$ cat config.mk
export PLATFORM = sky130hd
export DESIGN_NAME = ddr_arbiter
export DESIGN_NICKNAME = d
export VERILOG_FILES = /design/src/rtl/ddr_arbiter.sv
export SDC_FILE = /design/constraint.sdc
export NUM_CORES = 1
export LEC_CHECK = 0
export ABC_AREA = 1
export BUFFER_PORTS_ARGS = -buffer_cell sky130_fd_sc_hd__buf_2
export CELL_PAD_IN_SITES_DETAIL_PLACEMENT = 1
export CELL_PAD_IN_SITES_GLOBAL_PLACEMENT = 2
export CORE_ASPECT_RATIO = 2
export CORE_MARGIN = 3
export CORE_UTILIZATION = 17
export CTS_BUF_LIST = sky130_fd_sc_hd__clkbuf_16
export DETAILED_ROUTE_END_ITERATION = 16
export GPL_TIMING_DRIVEN = 0
export PLACE_DENSITY = 0.85
export SYNTH_ARGS = -nofsm -noshare
export SYNTH_HDL_FRONTEND = slang
export SYNTH_SLANG_ARGS = --single-unit
$ cat constraint.sdc
create_clock -name clk_clk -period 1.5 [get_ports clk_clk]
set_clock_uncertainty 0.2 [all_clocks]
set_input_delay 0 -clock clk_clk [delete_from_list [all_inputs] [get_ports clk_clk]]
set_output_delay 0 -clock clk_clk [all_outputs]
set_load 0.03 [all_outputs]
$ cat src/rtl/ddr_arbiter.sv
// ddr_arbiter
//   Two-requester arbiter in front of a single DDR3 controller port.
//   One transaction is in flight at a time. The winner's command is
//   registered onto s_*, held while the controller stalls, and read data
//   is routed back to the requester that issued the read.
//
//   Build option: define DDR_ARB_FIXED_PRIO_EN to give port 0 priority on
//   every tie. Without it, ties alternate between the ports (round-robin).
//
// Ports
//   clk_clk, reset_reset_n         : clock, asynchronous active-low reset
//   mN_address/read/write          : requester N command (read wins if both)
//   mN_writedata/byteenable        : requester N write payload
//   mN_waitrequest                 : low only in the cycle the command is accepted
//   mN_readdata/readdatavalid      : read return, driven only on the granted port
//   s_address/read/write/...       : command to the DDR3 controller
//   s_waitrequest/readdata/...     : controller stall and read return
module ddr_arbiter #(
   parameter int AW = 29,
   parameter int DW = 32
) (
   input  logic            clk_clk,
   input  logic            reset_reset_n,
   input  logic [AW-1:0]   m0_address,
   input  logic            m0_read,
   input  logic            m0_write,
   input  logic [DW-1:0]   m0_writedata,
   input  logic [DW/8-1:0] m0_byteenable,
   output logic            m0_waitrequest,
   output logic [DW-1:0]   m0_readdata,
   output logic            m0_readdatavalid,
   input  logic [AW-1:0]   m1_address,
   input  logic            m1_read,
   input  logic            m1_write,
   input  logic [DW-1:0]   m1_writedata,
   input  logic [DW/8-1:0] m1_byteenable,
   output logic            m1_waitrequest,
   output logic [DW-1:0]   m1_readdata,
   output logic            m1_readdatavalid,
   output logic [AW-1:0]   s_address,
   output logic            s_read,
   output logic            s_write,
   output logic [DW-1:0]   s_writedata,
   output logic [DW/8-1:0] s_byteenable,
   input  logic            s_waitrequest,
   input  logic [DW-1:0]   s_readdata,
   input  logic            s_readdatavalid
);

   typedef enum logic [1:0] {IDLE, CMD, RDWAIT} state_t;

   state_t state, state_nxt;
   logic   grant;
   logic   win;
   logic   req0, req1, any_req;
   logic   win_rd, win_wr;

`ifndef DDR_ARB_FIXED_PRIO_EN
   logic   last_grant;
`endif

   assign req0    = m0_read | m0_write;
   assign req1    = m1_read | m1_write;
   assign any_req = req0 | req1;

   always_comb begin
      win = 1'b0;
`ifdef DDR_ARB_FIXED_PRIO_EN
      win = ~req0;
`else
      // Only a genuine tie consults the history; a lone requester always wins.
      if (req0 && req1) win = ~last_grant;
      else              win = req1;
`endif
   end

   assign win_rd = win ? m1_read  : m0_read;
   assign win_wr = win ? m1_write : m0_write;

   // State register
   always_ff @(posedge clk_clk or negedge reset_reset_n) begin
      if (!reset_reset_n) state <= IDLE;
      else                state <= state_nxt;
   end

   // Next-state logic
   always_comb begin
      state_nxt = state;
      unique case (state)
         IDLE:    if (any_req) state_nxt = CMD;
         CMD:     if (!s_waitrequest) state_nxt = s_read ? RDWAIT : IDLE;
         RDWAIT:  if (s_readdatavalid) state_nxt = IDLE;
         default: state_nxt = IDLE;
      endcase
   end

   // Output logic
   always_comb begin
      m0_waitrequest   = 1'b1;
      m1_waitrequest   = 1'b1;
      m0_readdata      = '0;
      m1_readdata      = '0;
      m0_readdatavalid = 1'b0;
      m1_readdatavalid = 1'b0;
      if (state == CMD && !s_waitrequest) begin
         if (grant) m1_waitrequest = 1'b0;
         else       m0_waitrequest = 1'b0;
      end
      if (state == RDWAIT) begin
         if (grant) begin
            m1_readdata      = s_readdata;
            m1_readdatavalid = s_readdatavalid;
         end else begin
            m0_readdata      = s_readdata;
            m0_readdatavalid = s_readdatavalid;
         end
      end
   end

   // Command capture and grant bookkeeping
   always_ff @(posedge clk_clk or negedge reset_reset_n) begin
      if (!reset_reset_n) begin
         grant        <= 1'b0;
         s_address    <= '0;
         s_read       <= 1'b0;
         s_write      <= 1'b0;
         s_writedata  <= '0;
         s_byteenable <= '0;
`ifndef DDR_ARB_FIXED_PRIO_EN
         last_grant   <= 1'b1;
`endif
      end else begin
         if (state == IDLE && any_req) begin
            grant        <= win;
            s_address    <= win ? m1_address    : m0_address;
            s_writedata  <= win ? m1_writedata  : m0_writedata;
            s_byteenable <= win ? m1_byteenable : m0_byteenable;
            s_read       <= win_rd;
            s_write      <= win_wr & ~win_rd;
`ifndef DDR_ARB_FIXED_PRIO_EN
            last_grant   <= win;
`endif
         end else if (state == CMD && !s_waitrequest) begin
            s_read  <= 1'b0;
            s_write <= 1'b0;
         end
      end
   end

endmodule

==> results of run 1 <==
[sequential cells by signal, summed over array words and instances, names as in the netlist]
register and flops:
s_write 1, s_address 29, s_read 1, grant 1
s_byteenable 4, s_writedata 32, last_grant 1, state 2
[logic make-up (layout without fill, tap and decap cells)]
group | Yosys count | count (layout)
other cells | 0 | 1
buf+inv | 213 | 716
compound gates | 3 | 3
simple gates | 419 | 419
flops | 71 | 71
[worst max-delay path, stage by stage, from the launching register on]
cell	delay (ns)
dfrtp_1	0.40
inv_1	0.07
nand2_2	0.07
clkinv_4	0.09
nand2_8	0.08
buf_8	0.16
nor2_1	0.13
buf_4	0.19
[metrics by stage]
step,instance area (um2),std cells,total power [mW],setup TNS (ns)
2_1_floorplan,4390,706,8.37,0
3_3_place_gp,6330,1346,11.0,-54.61
3_5_place_dp,6360,1347,11.2,-30.28
4_1_cts,9340,1539,16.3,-18.55
5_1_grt,10300,1545,18.4,-25.05
6_report,10300,1546,17.3,-15.77
[path summary, 6_finish.rpt]
path,start,to,slack (ns)
min in group clk_clk,m0_read,s_writedata[26],0.10
hold reg to reg,s_address[1],s_address[1],0.27
setup reg to reg,state[0],s_writedata[6],-0.14
max in group asynchronous,reset_reset_n,last_grant,0.48
hold / removal,reset_reset_n,s_writedata[7],-0.02
setup / recovery,state[0],m1_readdata[21],-0.23
[synthesized netlist by cell type, drive strengths merged]
library cell | count | area (um2)
nor2 | 69 | 259
dfstp | 1 | 26.3
o21ai | 3 | 18.8
inv | 172 | 646
nand3 | 136 | 681
nand3b | 1 | 7.51
clkbuf | 22 | 82.6
dfrtp | 70 | 1750
nand4 | 1 | 6.26
buf | 19 | 115
nand2 | 212 | 798
[per-layer routing]
metal | share of wire | wire length [um] | global-route usage | up-vias
li1 | - | - | - | 3066
met5 | 0 | 0 | 0 | -
met1 | 0.33 | 9250 | 0.172 | 3109
met4 | 0.059 | 1640 | 0.0993 | 0
met2 | 0.57 | 15800 | 0.357 | 260
met3 | 0.038 | 1050 | 0.0305 | 95
[power by group through the flow]
stage	sequential [mW]	clock [mW]	combinational, mW
after floorplan	5.26	0	3.10
after global placement	3.44	0	7.59
after detailed placement	3.46	0	7.72
after CTS	3.45	2.39	10.4
after global routing	3.61	2.47	12.3
final	3.50	2.30	11.5
[final cells by class]
cell class	instances	share of cell area
repair buffers	496	0.388
multi-input cells	422	0.264
flip-flops and latches	71	0.172
inverters	172	0.0634
plain buffers	32	0.0422
well taps	336	0.0406
clock buffers	9	0.0218
clock inverters	7	0.00847
diodes	1	0.000242
[repair_timing]
| item | CTS | global route |
|---|---|---|
| pin swaps | 12 | 41 |
| gates resized for setup | 246 | 255 |
| endpoints found under the setup margin | 138 | 137 |
| cloned | 8 | 4 |
| setup buffers | 34 | 12 |
| hold endpoints to repair | 139 | 9 |
==> flow_summary.ini, run 1 <==
[sta]
slew_viol_final = 0
finalWorstSetupSlack_ns = -0.229
setup_violations = 131
rsz0062_at_grt = yes
hold_slack_ns = -0.0241
period_minus_slack_ns = 1.73
fmax_mhz = 578
final_hold_viol_count = 27
post-route-period-util = 1.15
slew_headroom = 0.629
worst_slew_pin_slew_ns = 0.556

[placement]
pre_cts_slack_ns = -0.475
gp_congestion = 0.819
portBuffers = 304
dp_hpwl_um = 17100

[status]
run_status = finished with violations
violations = hold timing, setup timing

[cts]
cts.clk_slew.worst_paths_ns = 0.06
cts_made_buffers = 9
cts_buffer_depth = 2
clock-root-buffer = clkbuf_16
clock_sinks = 71
worstSkewPairLatency_ns = 0.33
hold_buffers = 137
cts-htree-levels = 3
cts_tree = done

[final_layout]
nFillCells = 3031
multi_input_area_um2 = 2730
syn_to_final_growth_pct = 136
nets = 1374
mostFrequentLayoutCell = buf_2
seqCellArea_um2 = 1780
layout-drive-gt1-share = 0.476
post-route-util = 0.410
mostFrequentLayoutCells = buf_2 (238), inv_1 (167), nand2_1 (150)

[floorplanning]
core_area_um2 = 25200
ios = 305
die_w_um = 120
die_h_um = 233
rows = 82
design.die.area_um2 = 27900
initial_utilization = 0.174

[worst_setup_path]
cp.required_ns = 1.30
crit_fanout = 10
worstSetupPathType = reg -> out
cp-start-kind = flop
r2r_cells = 9
worst_setup_path_end_kind = output port
crit_arrival_ns = 1.53

[pwr]
switching_share = 0.482
leakage_nw = 5.78
clockPowerShare = 0.133
internal-power_mw = 8.96
power_density_nw_per_um2 = 1670
power_frac_comb = 0.664
p_sw_mw = 8.33
ir_drop_uv = 742
seqPwrFrac = 0.203

[logic_synthesis]
synth_fp_nets = 876
synth.avg_cell_area_um2 = 6.22
synthMuxAreaShare = 0
synth_warnings = 0
synthAdderAreaFrac = 0
synth-simple-area-share = 0.399
synth_top_family_by_area = simple AND/OR/NAND/NOR gates
synth_cell_type_count = 17
yosys_register_bits = 71
yosysSeqAreaShare = 0.405
synth-compound-area-share = 0.00427
postSynthCellCount = 706
syn_area_um2 = 4390
synth_xor_area_frac = 0

[flow_run]
cap_violations = 0

[drt]
via_per_inst = 4.22
first_pass_iters = 4
drt_iter0_drc = 214
ant_nets = 0
num_vias = 6530
wire_per_inst_um = 17.9
drc = 0
routed_wl_um = 27700

[worst_hold_path]
min_path_type = in -> async

[global_route]
grt_max_degree = 45
grt-ovfl-total = 0
grt.total_usage = 0.180
grt_first_pass_wirelength_um = 39200
grt_pass1_vias = 7223
antenna_found_initial = 0
Note: power is estimated with default switching activity, not from simulation.
==> run 2: changes to the inputs <==
==> config.mk (replaced) <==
export PLATFORM = sky130hd
export DESIGN_NAME = ddr_arbiter
export DESIGN_NICKNAME = d
export VERILOG_FILES = /design/src/rtl/ddr_arbiter.sv
export SDC_FILE = /design/constraint.sdc
export NUM_CORES = 1
export LEC_CHECK = 0
export BUFFER_PORTS_ARGS = -buffer_cell sky130_fd_sc_hd__buf_2
export CELL_PAD_IN_SITES_DETAIL_PLACEMENT = 1
export CELL_PAD_IN_SITES_GLOBAL_PLACEMENT = 2
export CORE_ASPECT_RATIO = 0.75
export CORE_MARGIN = 3
export CORE_UTILIZATION = 19
export CTS_BUF_LIST = sky130_fd_sc_hd__clkbuf_16
export DETAILED_ROUTE_END_ITERATION = 16
export GPL_TIMING_DRIVEN = 0
export PLACE_DENSITY = 0.87
export SYNTH_ARGS = -nofsm -noshare
export SYNTH_HDL_FRONTEND = slang
export SYNTH_SLANG_ARGS = --single-unit
==> run 2 against run 1 <==
The run still ends with hold timing, setup timing left. Highest routed layer is now met5. Combinational power decreased by 9.6%. First-iteration DRC count down 34%. Fmax fell by 5.6%.
==> flow_summary.ini, run 2 <==
[drt]
num_vias = 5290
drc = 0
drt_iter0_drc = 142
ant_nets = 0
via_per_inst = 4.30
first_pass_iters = 6
wire_per_inst_um = 19.3
routed_wl_um = 23700

[final_layout]
nets = 1111
mostFrequentLayoutCells = buf_2 (241), dlygate4sd3_1 (138), a21oi_2 (83)
post-route-util = 0.431
top_register = s_writedata
layout-drive-gt1-share = 0.579
top_regs = s_writedata (32), s_address (29), s_byteenable (4)
largest_reg_flops = 32
stdcell_count = 1229
syn_to_final_growth_pct = 118
nFillCells = 2401
mostFrequentLayoutCell = buf_2
stdcell_area_um2 = 8920

[global_route]
grt.total_usage = 0.198
grt_use_met1 = 0.217
grt_busiest_layer = met2
use_met3 = 0.0672
grt_first_pass_wirelength_um = 35800
grt-ovfl-total = 0
antenna_found_initial = 3
grt_max_degree = 39
grt_pass1_vias = 6082
grt_util_met2 = 0.363

[worst_setup_path]
cp.required_ns = 1.30
cp_num_buf_inv = 3
cp-start-kind = flop
max_stage_delay_ns = 0.43
worstSetupPathType = reg -> out
crit_arrival_ns = 1.63
worst_setup_path_end_kind = output port
crit_fanout = 7
critPathTopFamily = simple AND/OR/NAND/NOR gates
path_cells = nand2b_4 > nor2_4 > buf_12 > buf_8 > and2_4 > buf_6
crit_path_top_delay_cell = dfrtp_2

[sta]
finalWorstSetupSlack_ns = -0.331
period_minus_slack_ns = 1.83
slew_viol_final = 0
slew_headroom = 0.700
fmax_mhz = 546
final_hold_viol_count = 28
hold_slack_ns = -0.0467
fin_setup_tns_ns = -38.69
post-route-period-util = 1.22
setup_violations = 138
worst_slew_pin_slew_ns = 0.450
rsz0062_at_grt = yes

[floorplanning]
design.die.area_um2 = 23400
die_h_um = 133
rows = 45
die_w_um = 176
ios = 305
core_area_um2 = 20700
initial_utilization = 0.198

[placement]
dp_hpwl_um = 14600
gp_congestion = 0.829
pre_cts_slack_ns = -0.491
portBuffers = 304
placed_area_um2 = 6100
place_inst = 1051

[cts]
cts_tree = done
clock-root-buffer = clkbuf_16
worstSkewPairLatency_ns = 0.34
cts.clk_slew.worst_paths_ns = 0.06
clock_sinks = 71
cts-htree-levels = 3
cts_made_buffers = 9
cts_buffer_depth = 2

[pwr]
ir_drop_uv = 695
leakage_nw = 4.16
totalPowerFinal_mw = 16.5
power_density_nw_per_um2 = 1840

[status]
run_status = finished with violations
violations = hold timing, setup timing

[logic_synthesis]
ys_top_cells_by_area = dfrtp_1 (43%), a21oi_2 (18%), and2_1 (10%), nand2_1 (6.3%), nor2_1 (6.3%)
synth.avg_cell_area_um2 = 8.83
synth_top_area_share = 0.428
yosysTopAreaCell = dfrtp_1
synth_warnings = 0
postSynthCellCount = 464
syn_area_um2 = 4100
yosysSeqAreaShare = 0.434
ys_top_cells_by_count = a21oi_2 (83), dfrtp_1 (70), nand2_1 (69), nor2_1 (69), and2_1 (66)
synth_cell_type_count = 23
async_flop_share = 1.00
synth_fp_nets = 634
yosys_register_bits = 71
ys.flop_type = dfrtp_1
yosys.cell_count.top_type = a21oi_2
synth-edff-count = 0

[worst_hold_path]
min_path_type = in -> async

[flow_run]
cap_violations = 0
[run 2: layout make-up]
| type | instances | area [um2] | share of cell area |
|---|---|---|---|
| Timing Repair Buffer | 466 | 3640 | 0.408 |
| Multi-Input combinational cell | 354 | 2340 | 0.262 |
| Sequential cell | 71 | 1780 | 0.199 |
| Buffer | 35 | 457 | 0.0512 |
| Tap cell | 282 | 353 | 0.0395 |
| Clock buffer | 9 | 225 | 0.0252 |
| Clock inverter | 7 | 114 | 0.0128 |
| Inverter | 4 | 15.0 | 0.00168 |
| Antenna cell | 1 | 2.50 | 0.000280 |
[run 2: cell families after synthesis]
logic type      count (synthesis)  synth area share
compound gates                142             0.258
buf+inv                        39            0.0678
flops                          71             0.434
simple gates                  212             0.240
[run 2: final timing paths]
path | start | to | slack [ns] | depth (start not counted)
worst max register to register | state[0] | s_byteenable[0] | -0.33 | 7
max in group asynchronous | reset_reset_n | s_address[24] | 0.12 | 3
worst min register to register | last_grant | last_grant | 0.30 | 2
worst max-delay path | state[0] | m1_readdata[20] | -0.33 | 6
min in group clk_clk | s_readdata[8] | m1_readdata[8] | 0.13 | 3
worst min-delay path | reset_reset_n | s_address[20] | -0.05 | 2
[run 2: power breakdown]
group | switching [mW] | leakage [nW] | internal [mW]
combinational | 6.29 | 3.19 | 4.12
sequential | 0.583 | 0.802 | 2.93
clock | 0.912 | 0.168 | 1.62
[run 2: layer usage]
metal | vias to the layer above | share of wire
met4 | 4 | 0.022
met1 | 2551 | 0.39
met3 | 35 | 0.075
met2 | 227 | 0.51
li1 | 2473 | -
met5 | - | 0.0011
[run 2: worst register-to-register path: stages, from the launching register on]
cell and delay, ns:
dfrtp_2 0.43, buf_12 0.13, buf_6 0.10, a211o_1 0.27, buf_12 0.18, buf_8 0.17, a21oi_4 0.13, a21oi_1 0.10
[run 2: what timing repair did]
action                                 4_1_cts  5_1_grt
setup endpoints to repair                  137      138
gates cloned                                 7        0
endpoints found under the hold margin      139        5
resized for setup                          249       41
setup buffers                                9        8
hold buffers                               137        1
pin swaps                                   49       12
